`src/rtl/axi4_lite_queued_master.sv`:
```
// AXI4-Lite master with an in-order command queue.
// Commands are buffered in a small FIFO and executed one at a time; each
// finished transaction is presented on the rsp_* interface until consumed.
// Non-OKAY slave responses are tallied in a saturating error counter.
module axi4_lite_queued_master #(
  parameter int ADDR_WIDTH = 32,
  parameter int DATA_WIDTH = 32,
  parameter int CMD_DEPTH  = 4,
  parameter int ERR_CNT_W  = 16,
  localparam int STRB_W    = DATA_WIDTH / 8
) (
  input  logic                  ACLK,
  input  logic                  ARESETN,
  // command side
  input  logic                  cmd_valid,
  output logic                  cmd_ready,
  input  logic                  cmd_write,
  input  logic [ADDR_WIDTH-1:0] cmd_addr,
  input  logic [DATA_WIDTH-1:0] cmd_wdata,
  input  logic [STRB_W-1:0]     cmd_wstrb,
  // response side
  output logic                  rsp_valid,
  input  logic                  rsp_ready,
  output logic                  rsp_write,
  output logic [DATA_WIDTH-1:0] rsp_rdata,
  output logic [1:0]            rsp_resp,
  // status
  output logic                  busy,
  output logic [ERR_CNT_W-1:0]  err_count,
  // AXI4-Lite write address
  output logic [ADDR_WIDTH-1:0] M_AWADDR,
  output logic [2:0]            M_AWPROT,
  output logic                  M_AWVALID,
  input  logic                  M_AWREADY,
  // AXI4-Lite write data
  output logic [DATA_WIDTH-1:0] M_WDATA,
  output logic [STRB_W-1:0]     M_WSTRB,
  output logic                  M_WVALID,
  input  logic                  M_WREADY,
  // AXI4-Lite write response
  input  logic [1:0]            M_BRESP,
  input  logic                  M_BVALID,
  output logic                  M_BREADY,
  // AXI4-Lite read address
  output logic [ADDR_WIDTH-1:0] M_ARADDR,
  output logic [2:0]            M_ARPROT,
  output logic                  M_ARVALID,
  input  logic                  M_ARREADY,
  // AXI4-Lite read data
  input  logic [DATA_WIDTH-1:0] M_RDATA,
  input  logic [1:0]            M_RRESP,
  input  logic                  M_RVALID,
  output logic                  M_RREADY
);

  localparam int IDX_W = $clog2(CMD_DEPTH);
  localparam int PTR_W = IDX_W + 1;

  typedef enum logic [2:0] {IDLE, WR, WR_RESP, RD_ADDR, RD_DATA, RSP} state_t;

  // Increment that sticks at all-ones instead of wrapping to zero.
  function automatic logic [ERR_CNT_W-1:0] sat_inc(input logic [ERR_CNT_W-1:0] v);
    return (&v) ? v : v + ERR_CNT_W'(1);
  endfunction

  // command FIFO storage (data only, never reset)
  logic                  fifo_write [CMD_DEPTH];
  logic [ADDR_WIDTH-1:0] fifo_addr  [CMD_DEPTH];
  logic [DATA_WIDTH-1:0] fifo_wdata [CMD_DEPTH];
  logic [STRB_W-1:0]     fifo_wstrb [CMD_DEPTH];

  logic [PTR_W-1:0] wr_ptr, rd_ptr;
  logic [IDX_W-1:0] wr_idx, rd_idx;
  logic             full, empty, push, pop, accept_en;

  // active command and captured response
  logic [ADDR_WIDTH-1:0] cur_addr;
  logic [DATA_WIDTH-1:0] cur_wdata;
  logic [STRB_W-1:0]     cur_wstrb;
  logic                  rsp_write_q;
  logic [DATA_WIDTH-1:0] rsp_rdata_q;
  logic [1:0]            rsp_resp_q;

  // control state
  state_t               state;
  logic                 aw_valid, w_valid, ar_valid, bready, rready, rsp_valid_q;
  logic [ERR_CNT_W-1:0] err_q;
  logic                 aw_fin, w_fin, b_hs, r_hs;

  assign wr_idx = wr_ptr[IDX_W-1:0];
  assign rd_idx = rd_ptr[IDX_W-1:0];
  // wrap bits differ with equal indices means the writer lapped the reader
  assign full   = (wr_ptr[IDX_W] != rd_ptr[IDX_W]) && (wr_idx == rd_idx);
  assign empty  = (wr_ptr == rd_ptr);

  // accept_en keeps cmd_ready low through reset and its release cycle
  assign cmd_ready = accept_en && !full;
  assign push      = cmd_valid && cmd_ready;
  assign pop       = (state == IDLE) && !empty;

  // a channel is finished once its valid has dropped or it handshakes now
  assign aw_fin = !aw_valid || M_AWREADY;
  assign w_fin  = !w_valid  || M_WREADY;
  assign b_hs   = (state == WR_RESP) && M_BVALID;
  assign r_hs   = (state == RD_DATA) && M_RVALID;

  // FIFO pointers and the post-reset accept enable
  always_ff @(posedge ACLK) begin
    if (!ARESETN) begin
      wr_ptr    <= '0;
      rd_ptr    <= '0;
      accept_en <= 1'b0;
    end else begin
      accept_en <= 1'b1;
      if (push) wr_ptr <= wr_ptr + PTR_W'(1);
      if (pop)  rd_ptr <= rd_ptr + PTR_W'(1);
    end
  end

  // FIFO entry write on push
  always_ff @(posedge ACLK) begin
    if (push) begin
      fifo_write[wr_idx] <= cmd_write;
      fifo_addr[wr_idx]  <= cmd_addr;
      fifo_wdata[wr_idx] <= cmd_wdata;
      fifo_wstrb[wr_idx] <= cmd_wstrb;
    end
  end

  // Load the popped command and capture B/R payloads into the response buffer
  always_ff @(posedge ACLK) begin
    if (pop) begin
      cur_addr  <= fifo_addr[rd_idx];
      cur_wdata <= fifo_wdata[rd_idx];
      cur_wstrb <= fifo_wstrb[rd_idx];
    end
    if (b_hs) begin
      rsp_write_q <= 1'b1;
      rsp_rdata_q <= '0;
      rsp_resp_q  <= M_BRESP;
    end
    if (r_hs) begin
      rsp_write_q <= 1'b0;
      rsp_rdata_q <= M_RDATA;
      rsp_resp_q  <= M_RRESP;
    end
  end

  // Transaction FSM with registered handshake outputs and error counter
  always_ff @(posedge ACLK) begin
    if (!ARESETN) begin
      state       <= IDLE;
      aw_valid    <= 1'b0;
      w_valid     <= 1'b0;
      ar_valid    <= 1'b0;
      bready      <= 1'b0;
      rready      <= 1'b0;
      rsp_valid_q <= 1'b0;
      err_q       <= '0;
    end else begin
      case (state)
        IDLE: begin
          if (!empty) begin
            if (fifo_write[rd_idx]) begin
              state    <= WR;
              aw_valid <= 1'b1;
              w_valid  <= 1'b1;
            end else begin
              state    <= RD_ADDR;
              ar_valid <= 1'b1;
            end
          end
        end
        WR: begin
          if (M_AWREADY) aw_valid <= 1'b0;
          if (M_WREADY)  w_valid  <= 1'b0;
          if (aw_fin && w_fin) begin
            state  <= WR_RESP;
            bready <= 1'b1;
          end
        end
        WR_RESP: begin
          if (M_BVALID) begin
            state       <= RSP;
            bready      <= 1'b0;
            rsp_valid_q <= 1'b1;
            if (M_BRESP != 2'b00) err_q <= sat_inc(err_q);
          end
        end
        RD_ADDR: begin
          if (M_ARREADY) begin
            state    <= RD_DATA;
            ar_valid <= 1'b0;
            rready   <= 1'b1;
          end
        end
        RD_DATA: begin
          if (M_RVALID) begin
            state       <= RSP;
            rready      <= 1'b0;
            rsp_valid_q <= 1'b1;
            if (M_RRESP != 2'b00) err_q <= sat_inc(err_q);
          end
        end
        RSP: begin
          if (rsp_ready) begin
            state       <= IDLE;
            rsp_valid_q <= 1'b0;
          end
        end
        default: state <= IDLE;
      endcase
    end
  end

  // payloads are zero whenever their qualifying valid is low
  assign M_AWVALID = aw_valid;
  assign M_AWADDR  = aw_valid ? cur_addr : '0;
  assign M_AWPROT  = 3'b000;
  assign M_WVALID  = w_valid;
  assign M_WDATA   = w_valid ? cur_wdata : '0;
  assign M_WSTRB   = w_valid ? cur_wstrb : '0;
  assign M_BREADY  = bready;
  assign M_ARVALID = ar_valid;
  assign M_ARADDR  = ar_valid ? cur_addr : '0;
  assign M_ARPROT  = 3'b000;
  assign M_RREADY  = rready;

  assign rsp_valid = rsp_valid_q;
  assign rsp_write = rsp_valid_q && rsp_write_q;
  assign rsp_rdata = rsp_valid_q ? rsp_rdata_q : '0;
  assign rsp_resp  = rsp_valid_q ? rsp_resp_q  : 2'b00;

  assign busy      = !empty || (state != IDLE);
  assign err_count = err_q;

endmodule

```
`config.mk`:
```
export PLATFORM = sky130hd
export DESIGN_NAME = axi4_lite_queued_master
export DESIGN_NICKNAME = d
export VERILOG_FILES = /design/src/rtl/axi4_lite_queued_master.sv
export SDC_FILE = /design/constraint.sdc
export NUM_CORES = 1
export LEC_CHECK = 0
export CAP_MARGIN = 20
export CORE_MARGIN = 10
export CORE_UTILIZATION = 40
export DETAILED_ROUTE_END_ITERATION = 12
export PLACE_DENSITY = 0.69
export REMOVE_ABC_BUFFERS = 1
export SETUP_SLACK_MARGIN = 0.4
export SYNTH_ARGS = -nofsm -noshare
export SYNTH_HDL_FRONTEND = slang
export SYNTH_SLANG_ARGS = --single-unit
```
`constraint.sdc`:
```
create_clock -name ACLK -period 11.3 [get_ports ACLK]
set_input_delay 1.13 -clock ACLK [delete_from_list [all_inputs] [get_ports ACLK]]
set_output_delay 1.13 -clock ACLK [all_outputs]
set_load 0.03 [all_outputs]
```
## Word-level counts from Yosys, hierarchy flattened

Memories as Yosys holds them, arrays and structs flattened. A register that Yosys moved wholly into a read port is not among the register bits.
Cells that the tools add are included.

| storage, ports and cells | value |
|---|---|
| register bits after elaboration | 67 |
| bits in writable memories | 276 |
| bits of input ports | 114 |
| output and inout port bits | 165 |
| word-level logic and storage cells | 125 |
| memories kept | 4 |

| operators by class | value |
|---|---|
| add/subtract/negate cells | 3 |
| equality and inequality tests | 20 |
| multiplexer cells | 49 |
| reductions and logical operators | 35 |

Memory list:

| memory | depth | width | read ports | clocked after memory_dff | write ports | RTL line | text |
|---|---|---|---|---|---|---|---|
| fifo_addr | 4 | 32 | 1 | 1 | 1 | 68 | `logic [ADDR_WIDTH-1:0] fifo_addr [CMD_DEPTH];` |
| fifo_wdata | 4 | 32 | 1 | 1 | 1 | 69 | `logic [DATA_WIDTH-1:0] fifo_wdata [CMD_DEPTH];` |
| fifo_wstrb | 4 | 4 | 1 | 1 | 1 | 70 | `logic [STRB_W-1:0] fifo_wstrb [CMD_DEPTH];` |
| fifo_write | 4 | 1 | 1 | 1 | 1 | 67 | `logic fifo_write [CMD_DEPTH];` |

Operators with widths:

| cell | count |
|---|---|
| two-way mux 32 bit | 6 |
| two-way mux 16 bit | 5 |
| one-hot mux 16 bit (2 select lines) | 1 |
| two-way mux 3 bit | 6 |
| != test 2 bit, second input constant | 9 |
| one-hot mux 3 bit (6 select lines) | 1 |
| two-way mux 1 bit | 17 |
| adder 16 x 1 -> 16 bit, second input constant | 1 |
| AND reduction 16 bit | 1 |
| AND reduction 4 bit | 4 |
| nonzero test 2 bit | 8 |
| two-way mux 2 bit | 6 |
| one-hot mux 1 bit (2 select lines) | 5 |
| logical AND 1 bit | 8 |
| adder 3 x 1 -> 3 bit, second input constant | 2 |
| == test 3 x 2 -> 1 bit, second input constant | 2 |
| == test 3 bit, second input constant | 2 |
| != test 2 x 1 -> 1 bit, second input constant | 3 |
| AND reduction 3 bit | 2 |
| AND reduction 6 bit | 1 |
| nonzero test 3 bit | 2 |
| AND reduction 5 bit | 1 |
| zero test 1 bit | 4 |
| two-way mux 4 bit | 1 |
| other kinds (7) | 9 |

## Depth between registers and ports, before layout

Gate-level depths: netlist of run 1.

| logic depth | value |
|---|---|
| word-level depth | 7 |
| gate-level depth with buffers | 7 |

## Worst setup path before layout of run 1

Ideal clock, no wire load.

| timing | value |
|---|---|
| path kind | input to register |
| start point | input port cmd_valid |
| end point | memory fifo_addr[3][0] (enable) |
| setup time | 436 ps |
| arrival | 3273 ps |
| required time | 10864 ps |
| slack | 7591 ps |
| stages on the path | 3 |
| path through | inv_1 > a311oi_2 > and2_1 |

| on the way | value |
|---|---|
| longest elaborated chain between the ends | 3 |

Ends and longest elaborated chain:

| element | RTL line | text |
|---|---|---|
| start: declaration | 15 | `input logic cmd_valid,` |
| logical AND 1 bit | 98 | `assign push = cmd_valid && cmd_ready;` |
| two-way mux 1 bit | 122 | `if (push) begin` |
| two-way mux 1 bit (implied by the code) | 124 | `fifo_addr[wr_idx] <= cmd_addr;` |
| end: declaration | 68 |  |

Every way passes these cells.

## Worst setup path after layout of run 1

| timing | value |
|---|---|
| start point | register rd_ptr[0] |
| end point | output port cmd_ready |

| on the way | value |
|---|---|
| longest elaborated chain between the ends | 4 |

Ends and longest elaborated chain:

| element | RTL line | text |
|---|---|---|
| start: declaration | 72 | `logic [PTR_W-1:0] wr_ptr, rd_ptr;` |
| start signal: assignment | 116 | `if (pop) rd_ptr <= rd_ptr + PTR_W'(1);` |
| == test 2 bit | 93 | `assign full = (wr_ptr[IDX_W] != rd_ptr[IDX_W]) && (wr_idx == rd_idx);` |
| logical AND 1 bit | 93 |  |
| zero test 1 bit | 97 | `assign cmd_ready = accept_en && !full;` |
| logical AND 1 bit | 97 |  |
| end: declaration | 16 | `output logic cmd_ready,` |

Every way passes these cells.

==> flow_summary.yaml, run 1 <==
worst_setup_path:
  arrival_ps: 2620
  cp-start-kind: "flip-flop"
  worst-r2r-cell-count: 4
  crit_type: "reg2out"
  r2r-start: "rd_ptr[0]"
  r2r_setup_slack_ps: 7950
  r2r-end: "fifo_addr[1][8]"
  endpoint_kind: "output port"
  worstPathCellList: "xnor2_1 -> a31oi_1 -> clkdlybuf4s50_1"
  path_max_fanout: 32
  crit_slowest_cell: "dfxtp_4"
  cp.required_ps: 10170
  cp_slowest_stage_delay_ps: 800
cts:
  h-tree-depth: 2
  cts.path.max_buffers: 3
  cts_buffers: 42
  cts_resized: 0
  postCtsHoldBufs: 0
  numClockSinks: 413
  clockRootBuffer: "clkbuf_16"
  post_cts_buffers: 0
  clk_latency_ps: 540
  cts_tree: "done"
  path_clk_slew_ps: 60
global_route:
  antenna_found_initial: 3
  grt_overflow: 0
  grt_pass1_wl_um: 53300
  grt_pass1_vias: 8937
  grt_max_degree: 71
  grt_use_total: 0.144
power:
  powerDensity_nw_per_um2: 208
  p_leak_nw: 6.73
  vdd_drop_max_v: 0.000127
final_layout:
  fin_cells: 1717
  drive_gt1_frac: 0.135
  final_common_cell: "edfxtp_1"
  seq_area_um2: 12100
  multiInputGateArea_um2: 3760
  fillers: 3188
  areaGrowthSynthToFinish_pct: 29.6
  layout_common_cells: "edfxtp_1 (378), clkdlybuf4s50_1 (272), and2_1 (169)"
  fin_util: 0.524
  nNetsFinal: 1278
synthesis:
  synth_edf_count: 378
  synthArstFlopShare: 0
  synth-adder-area-share: 0.00468
  synth-simple-area-share: 0.0969
  syn_inst: 874
  ys_warn_count: 0
  muxShareOfSynthArea: 0.101
  synthFlopType: "edfxtp_1"
  synth_top_family_by_area: "multiplexers"
  synth_seq_cells: 413
  synth_compound_area_frac: 0.0236
  avgSynthCellArea_um2: 18.3
  synth-seq-area-share: 0.752
  synth_cell_types: 55
  synth_xor_xnor_area_share: 0.00437
  syn-cell-area_um2: 16000
sta:
  finalWorstSetupSlack_ps: 7550
  fin_tns_setup_ps: 0
  maxSlewViolCount: 0
  max_slew_margin: 0.275
  period_share: 0.332
  final.min_clock_period_ps: 3750
  worst_pin_slew_ps: 1090
  setup_viol: 0
  fin_hold_ws_ps: 493
  rsz0062_at_grt: "no"
  fmax_mhz: 267
  clock_skew_ps: 19.8
  finalHoldViolations: 0
placed_design:
  hpwl_um: 22700
  place_inst: 1637
  port_buffers: 272
  gp_congestion: 0.773
  place_ws_ps: 7440
worst_hold_path:
  hold_depth: 2
  min_from: "err_count[14]"
  worst_hold_path_type: "reg2reg"
  hold-path-endpoint: "err_count[14]"
routing:
  ant_nets: 0
  dr.pass1.iters: 5
  vias: 8548
  wl_per_cell_um: 20.7
  drtIter0Drc: 576
  wirelength_um: 35500
  vias_per_cell: 4.98
  drcViolationCount: 0
job:
  max_cap_violations: 0
die:
  num_rows: 73
  die_x_um: 220
  core_region_area_um2: 39600
  start_util: 0.404
  dieArea_um2: 48500
  die_h_um: 220
  ios: 279
run_status:
  status: "completed"
-- final cells by class --
cell class                 count  area share
antenna                        2    0.000241
clock buffer                  52      0.0544
clock inverter                24      0.0148
inverter                      11     0.00199
multi-input combinational    407       0.181
sequential                   413       0.580
tap                          525      0.0316
timing repair buffer         283       0.136
-- cells in the mapped netlist (all sizes together), types with 2 or more instances --
| cell type | n | area (µm²) |
|---|---|---|
| mux2i | 5 | 50.1 |
| and4 | 3 | 26.3 |
| inv | 10 | 37.5 |
| o31ai | 7 | 52.6 |
| edfxtp | 378 | 11400 |
| a22oi | 2 | 15.0 |
| mux2 | 2 | 22.5 |
| nand3 | 12 | 60.1 |
| a31oi | 4 | 31.3 |
| dfxtp | 35 | 701 |
| and2 | 173 | 1080 |
| and3 | 2 | 12.5 |
| nand3b | 2 | 15.0 |
| o21ai | 9 | 45.0 |
| buf | 20 | 128 |
| clkbuf | 28 | 105 |
| nor2 | 17 | 66.3 |
| nor3 | 2 | 10.0 |
| nand2 | 19 | 78.8 |
| or4 | 7 | 52.6 |
| or3 | 3 | 18.8 |
| xor2 | 2 | 17.5 |
| xnor2 | 6 | 52.6 |
| mux4 | 69 | 1550 |
| nor4 | 3 | 31.3 |
| ha | 6 | 75.1 |
| nand2b | 9 | 71.3 |
| a21oi | 20 | 100 |
| o41ai | 2 | 17.5 |
-- routing by layer --
metal	share of wire	global-route usage	up-vias
li1	-	-	3934
met1	0.43	0.190	4281
met2	0.46	0.227	279
met3	0.093	0.0463	50
met4	0.016	0.0340	4
met5	0.00073	0	-
-- registers in the layout, summed over array words and instances (netlist names), 4 cells and up, named ones only --
name and flops:
fifo_addr 128, fifo_wstrb 16, cur_wstrb 4, fifo_wdata 128, rsp_rdata_q 32, err_count 16, fifo_write 4, cur_wdata 32
cur_addr 32
-- where the power goes --
group	total, W	switching, W	internal (W)
registers	0.00198	0.000113	0.00187
logic	0.000907	0.000514	0.000393
clock network	0.00143	0.000559	0.000872
total	0.00432	0.00119	0.00313
-- critical path, delay by kind of cell, from the launching register on --
family | cells | cell delay [ps]
flops | 1 | 800
xor+xnor | 1 | 330
compound gates | 1 | 220
buf+inv | 1 | 740
-- worst max-delay path by stage --
stage	start	to	depth (start not counted)
after floorplan	rd_ptr[0]	rd_ptr[2]	5
after global placement	cmd_valid	fifo_addr[0][7]	5
after detailed placement	cmd_valid	fifo_addr[3][0]	5
after CTS	rd_ptr[0]	cmd_ready	3
after global routing	rd_ptr[0]	cmd_ready	3
final	rd_ptr[0]	cmd_ready	3
-- logic make-up (layout without fill, tap and decap cells) --
logic type	count (synthesis)	count (layout)
flops	413	413
buf+inv	59	370
fa+ha+maj	6	6
compound gates	55	55
xor+xnor	8	8
simple gates	256	256
mux	76	76
other cells	1	8
-- through the flow --
stage          instance area [µm²]  total power, W
2_1_floorplan                15800         0.00252
4_1_cts                      20700         0.00438
6_report                     20800         0.00432
3_3_place_gp                 19300         0.00292
5_1_grt                      20800         0.00451
3_5_place_dp                 19300         0.00293
(Power assumes the default switching activity.)
==> inputs of run 2 (changes only) <==
--- a/config.mk
+++ b/config.mk
@@ -9,7 +9,7 @@
 export CORE_MARGIN = 10
 export CORE_UTILIZATION = 40
 export DETAILED_ROUTE_END_ITERATION = 12
-export PLACE_DENSITY = 0.69
+export PLACE_DENSITY = 0.72
 export REMOVE_ABC_BUFFERS = 1
 export SETUP_SLACK_MARGIN = 0.4
 export SYNTH_ARGS = -nofsm -noshare
==> constraint.sdc (replaced) <==
create_clock -name ACLK -period 3.4 [get_ports ACLK]
set_input_delay 0.34 -clock ACLK [delete_from_list [all_inputs] [get_ports ACLK]]
set_output_delay 0.34 -clock ACLK [all_outputs]
set_load 0.03 [all_outputs]
==> run 2 against run 1 <==
  * Core utilization up 0.61 points
  * Combinational power rose to 3.5 times the previous value
  * Critical path type unchanged
  * Highest routed layer is now met4
  * Clock skew up 3.4 ps
  * Critical endpoint is now busy
  * Sequential share of layout area down 0.67 points
  * Flip-flop and latch count unchanged
==> flow_summary.yaml, run 2 (synthesis results as in run 1) <==
placed_design:
  hpwl_um: 23300
  port_buffers: 272
  place_ws_ps: 723
  place_inst: 1648
  gp_congestion: 0.783
sta:
  maxSlewViolCount: 0
  worst_pin_slew_ps: 1050
  period_share: 0.810
  finalWorstSetupSlack_ps: 647
  max_slew_margin: 0.301
  final.min_clock_period_ps: 2750
  setup_viol: 0
  clock_skew_ps: 23.2
  fmax_mhz: 363
  finalHoldViolations: 0
  rsz0062_at_grt: "no"
worst_setup_path:
  r2r-end: "fifo_wstrb[0][3]"
  crit_type: "reg2out"
  cp.required_ps: 3060
  arrival_ps: 2410
  r2r-start: "wr_ptr[0]"
  path_max_fanout: 14
  path_depth: 4
  cp_slowest_stage_delay_ps: 670
  critPathTopFamily: "simple AND/OR/NAND/NOR gates"
  endpoint_kind: "output port"
  crit_slowest_cell: "clkdlybuf4s50_1"
  worstPathCellList: "or3_1 -> nor2_1 -> nand3_1 -> clkdlybuf4s50_1"
  critPathBufInv: 1
  worst-r2r-cell-count: 4
  r2r_setup_slack_ps: 990
  cp-start-kind: "flip-flop"
routing:
  vias: 8641
  drtIter0Drc: 542
  ant_nets: 0
  drcViolationCount: 0
  vias_per_cell: 5.00
  dr.pass1.iters: 5
  wl_per_cell_um: 20.9
  wirelength_um: 36100
power:
  p_leak_nw: 6.85
  powerDensity_nw_per_um2: 700
  vdd_drop_max_v: 0.000439
  power_w: 0.0147
global_route:
  grt_pass1_wl_um: 53800
  grt_pass1_vias: 8983
  grt_overflow: 0
  grt_max_degree: 71
  grt_use_total: 0.146
  antenna_found_initial: 0
die:
  die_h_um: 220
  core_region_area_um2: 39600
  num_rows: 73
  start_util: 0.404
  ios: 279
  die_x_um: 220
  dieArea_um2: 48500
final_layout:
  reg.largest.list: "fifo_addr (128), fifo_wdata (128)"
  final_common_cell: "edfxtp_1"
  nNetsFinal: 1288
  layout_common_cells: "edfxtp_1 (378), clkdlybuf4s50_1 (272), and2_1 (169)"
  fin_cells: 1728
  drive_gt1_frac: 0.145
  areaGrowthSynthToFinish_pct: 31.1
  num_antenna_cells: 0
cts:
  cts_tree: "done"
  clk_latency_ps: 580
  path_clk_slew_ps: 60
  postCtsHoldBufs: 0
  clockRootBuffer: "clkbuf_16"
  numClockSinks: 413
  cts_resized: 0
  h-tree-depth: 2
  cts_buffers: 43
  cts.path.max_buffers: 3
  post_cts_buffers: 0
worst_hold_path:
  hold_depth: 1
  worst_hold_path_type: "in2reg"
  min_from: "cmd_addr[19]"
  hold-path-endpoint: "fifo_addr[0][19]"
run_status:
  status: "completed"
job:
  max_cap_violations: 0
## run 2: layout make-up
class	count	area [µm²]
multi-input combinational	407	3760
clock inverter	31	442
sequential	413	12100
tap	525	657
inverter	11	41.3
fill	3179	18600
timing repair buffer	292	2970
clock buffer	49	1100
## run 2: where the power goes
group / switching (W) / internal, W / total, W
registers: 0.000266 / 0.00621 / 0.00647
clock network: 0.00196 / 0.00311 / 0.00508
logic: 0.00184 / 0.00133 / 0.00317
## run 2: worst reg2reg max path, stage by stage (launching register included)
cell      delay, ps
dfxtp_1         440
xnor2_1         210
a311oi_2        570
and2_4          600
buf_12          270
## run 2: worst max-delay path by stage
stage                   start                to  slack, ps
finish               state[0]              busy        650
global route         state[0]              busy        530
CTS                  state[0]              busy        620
detailed placement  cmd_valid  fifo_wstrb[0][2]        720
global placement    cmd_valid  fifo_wdata[0][0]        770
floorplan           rd_ptr[0]         rd_ptr[2]      -3070
## run 2: layer usage
metal  share of wire  vias up  GRT usage
met5               0        -          0
met1            0.42     4318      0.188
li1                -     3962          -
met4           0.016        0     0.0413
met2            0.47      317      0.234
met3           0.093       44     0.0466
## run 2: per-stage QoR
| stage | utilization | hold WS [ps] | area [µm²] | setup TNS [ps] |
|---|---|---|---|---|
| floorplan | - | 368 | 15800 | -1027700 |
| global placement | 0.492 | 481 | 19500 | 0 |
| detailed placement | 0.492 | 502 | 19500 | 0 |
| CTS | 0.530 | 352 | 21000 | 0 |
| global route | 0.530 | 389 | 21000 | 0 |
| finish | 0.530 | 391 | 21000 | 0 |
==> inputs of run 3 (changes only) <==
==> constraint.sdc (replaced) <==
create_clock -name ACLK -period 2.5 [get_ports ACLK]
set_input_delay 0.25 -clock ACLK [delete_from_list [all_inputs] [get_ports ACLK]]
set_output_delay 0.25 -clock ACLK [all_outputs]
set_load 0.03 [all_outputs]
==> run 3 against run 2 <==
  * Sequential power increased by 36%
  * Routed wire length rose by 0.47%
  * Worst hold slack lost 71 ps
==> flow_summary.yaml, run 3 (synthesis results as in run 1) <==
run_status:
  status: "completed"
cts:
  numClockSinks: 413
  cts_tree: "done"
  path_clk_slew_ps: 60
  clk_latency_ps: 560
  cts_buffers: 43
  postCtsHoldBufs: 0
  cts.path.max_buffers: 3
  clockRootBuffer: "clkbuf_16"
  h-tree-depth: 2
final_layout:
  areaGrowthSynthToFinish_pct: 29.6
  drive_gt1_frac: 0.211
  fillers: 3246
  reg.largest.list: "fifo_addr (128), fifo_wdata (128)"
  fin_util: 0.524
  multiInputGateArea_um2: 3770
  seq_area_um2: 12100
  stdcell_area_um2: 20800
  layout_common_cells: "edfxtp_1 (378), and2_1 (169), clkdlybuf4s50_1 (132)"
  final_common_cell: "edfxtp_1"
  nNetsFinal: 1303
sta:
  max_slew_margin: 0.284
  clock_skew_ps: 26.9
  fin_tns_setup_ps: 0
  worst_pin_slew_ps: 1070
  finalHoldViolations: 0
  rsz0062_at_grt: "yes"
  fmax_mhz: 490
  final.min_clock_period_ps: 2040
  maxSlewViolCount: 0
  period_share: 0.816
  setup_viol: 0
worst_setup_path:
  worst-r2r-cell-count: 5
  r2r-end: "fifo_addr[3][1]"
  endpoint_kind: "output port"
  critPathTopFamily: "simple AND/OR/NAND/NOR gates"
  r2r_setup_slack_ps: 530
  r2r-start: "wr_ptr[0]"
  cp_slowest_stage_delay_ps: 410
  worstPathCellList: "or3_4 -> nor2_1 -> nand3_1 -> buf_2"
  cp.required_ps: 2250
  crit_slowest_cell: "or3_4"
  arrival_ps: 1790
  crit_type: "reg2out"
  critPathBufInv: 1
  path_max_fanout: 14
  cp-start-kind: "flip-flop"
routing:
  vias_per_cell: 4.93
  top_layer_used: "met5"
  drtIter0Drc: 584
  dr.pass1.iters: 5
  vias: 8594
  drt-met1-wl_um: 15500
  wirelength_um: 36200
  drcViolationCount: 0
  wl_per_cell_um: 20.8
  routed-wl-met2_um: 17100
  wl_met3_um: 2930
  ant_nets: 0
global_route:
  grt_pass1_vias: 8937
  grt_use_total: 0.147
  grt_max_degree: 71
  grt_pass1_wl_um: 54200
  antenna_found_initial: 3
  grt_overflow: 0
die:
  dieArea_um2: 48500
  die_h_um: 220
  core_region_area_um2: 39600
  die_x_um: 220
  start_util: 0.404
  num_rows: 73
  ios: 279
power:
  powerDensity_nw_per_um2: 927
  vdd_drop_max_v: 0.000617
  p_leak_nw: 7.35
job:
  max_cap_violations: 0
worst_hold_path:
  hold-path-endpoint: "fifo_addr[0][30]"
  min_from: "cmd_addr[30]"
  hold_depth: 1
  worst_hold_path_type: "in2reg"
placed_design:
  port_buffers: 272
  hpwl_um: 24200
  gp_congestion: 0.804
  place_area_um2: 19500
-- run 3: how the worst max path moves through the flow --
| stage | start | to | slack [ps] | cells past startpoint |
|---|---|---|---|---|
| final | state[0] | busy | 460 | 4 |
| after global routing | state[0] | busy | 370 | 4 |
| after CTS | state[0] | busy | 180 | 4 |
| after detailed placement | cmd_valid | fifo_wdata[0][10] | 350 | 6 |
| after global placement | cmd_valid | fifo_wdata[0][17] | 390 | 6 |
| after floorplan | rd_ptr[0] | rd_ptr[2] | -3970 | 5 |
-- run 3: report_power, final --
part	switching (W)	total (W)	internal [W]
Sequential	0.000367	0.00881	0.00844
Combinational	0.00251	0.00413	0.00162
Clock	0.00256	0.00632	0.00376
-- run 3: stage by stage --
stage,power [W],cells,hold WS (ps),worst slack [ps]
final,0.0193,1742,320,460
after global routing,0.0201,1741,309,367
after CTS,0.0196,1733,288,179
after detailed placement,0.0134,1655,501,352
after global placement,0.0133,1655,490,386
after floorplan,0.0114,831,278,-3970
-- run 3: layer usage --
metal	up-vias	GRT usage
li1	3969	-
met5	-	0
met3	51	0.0451
met1	4277	0.191
met2	293	0.235
met4	4	0.0429
-- run 3: layout make-up --
| type | count | area share |
|---|---|---|
| Antenna cell | 1 | 0.000120 |
| Sequential cell | 413 | 0.581 |
| Timing Repair Buffer | 307 | 0.136 |
| Multi-Input combinational cell | 407 | 0.182 |
| Clock inverter | 17 | 0.0101 |
| Tap cell | 525 | 0.0316 |
| Inverter | 11 | 0.00199 |
| Clock buffer | 61 | 0.0575 |
-- run 3: what timing repair did --
item,4_1_cts,5_1_grt
pin swaps,0,1
setup endpoints to repair,139,156
gates resized for setup,119,58
setup buffers,0,8
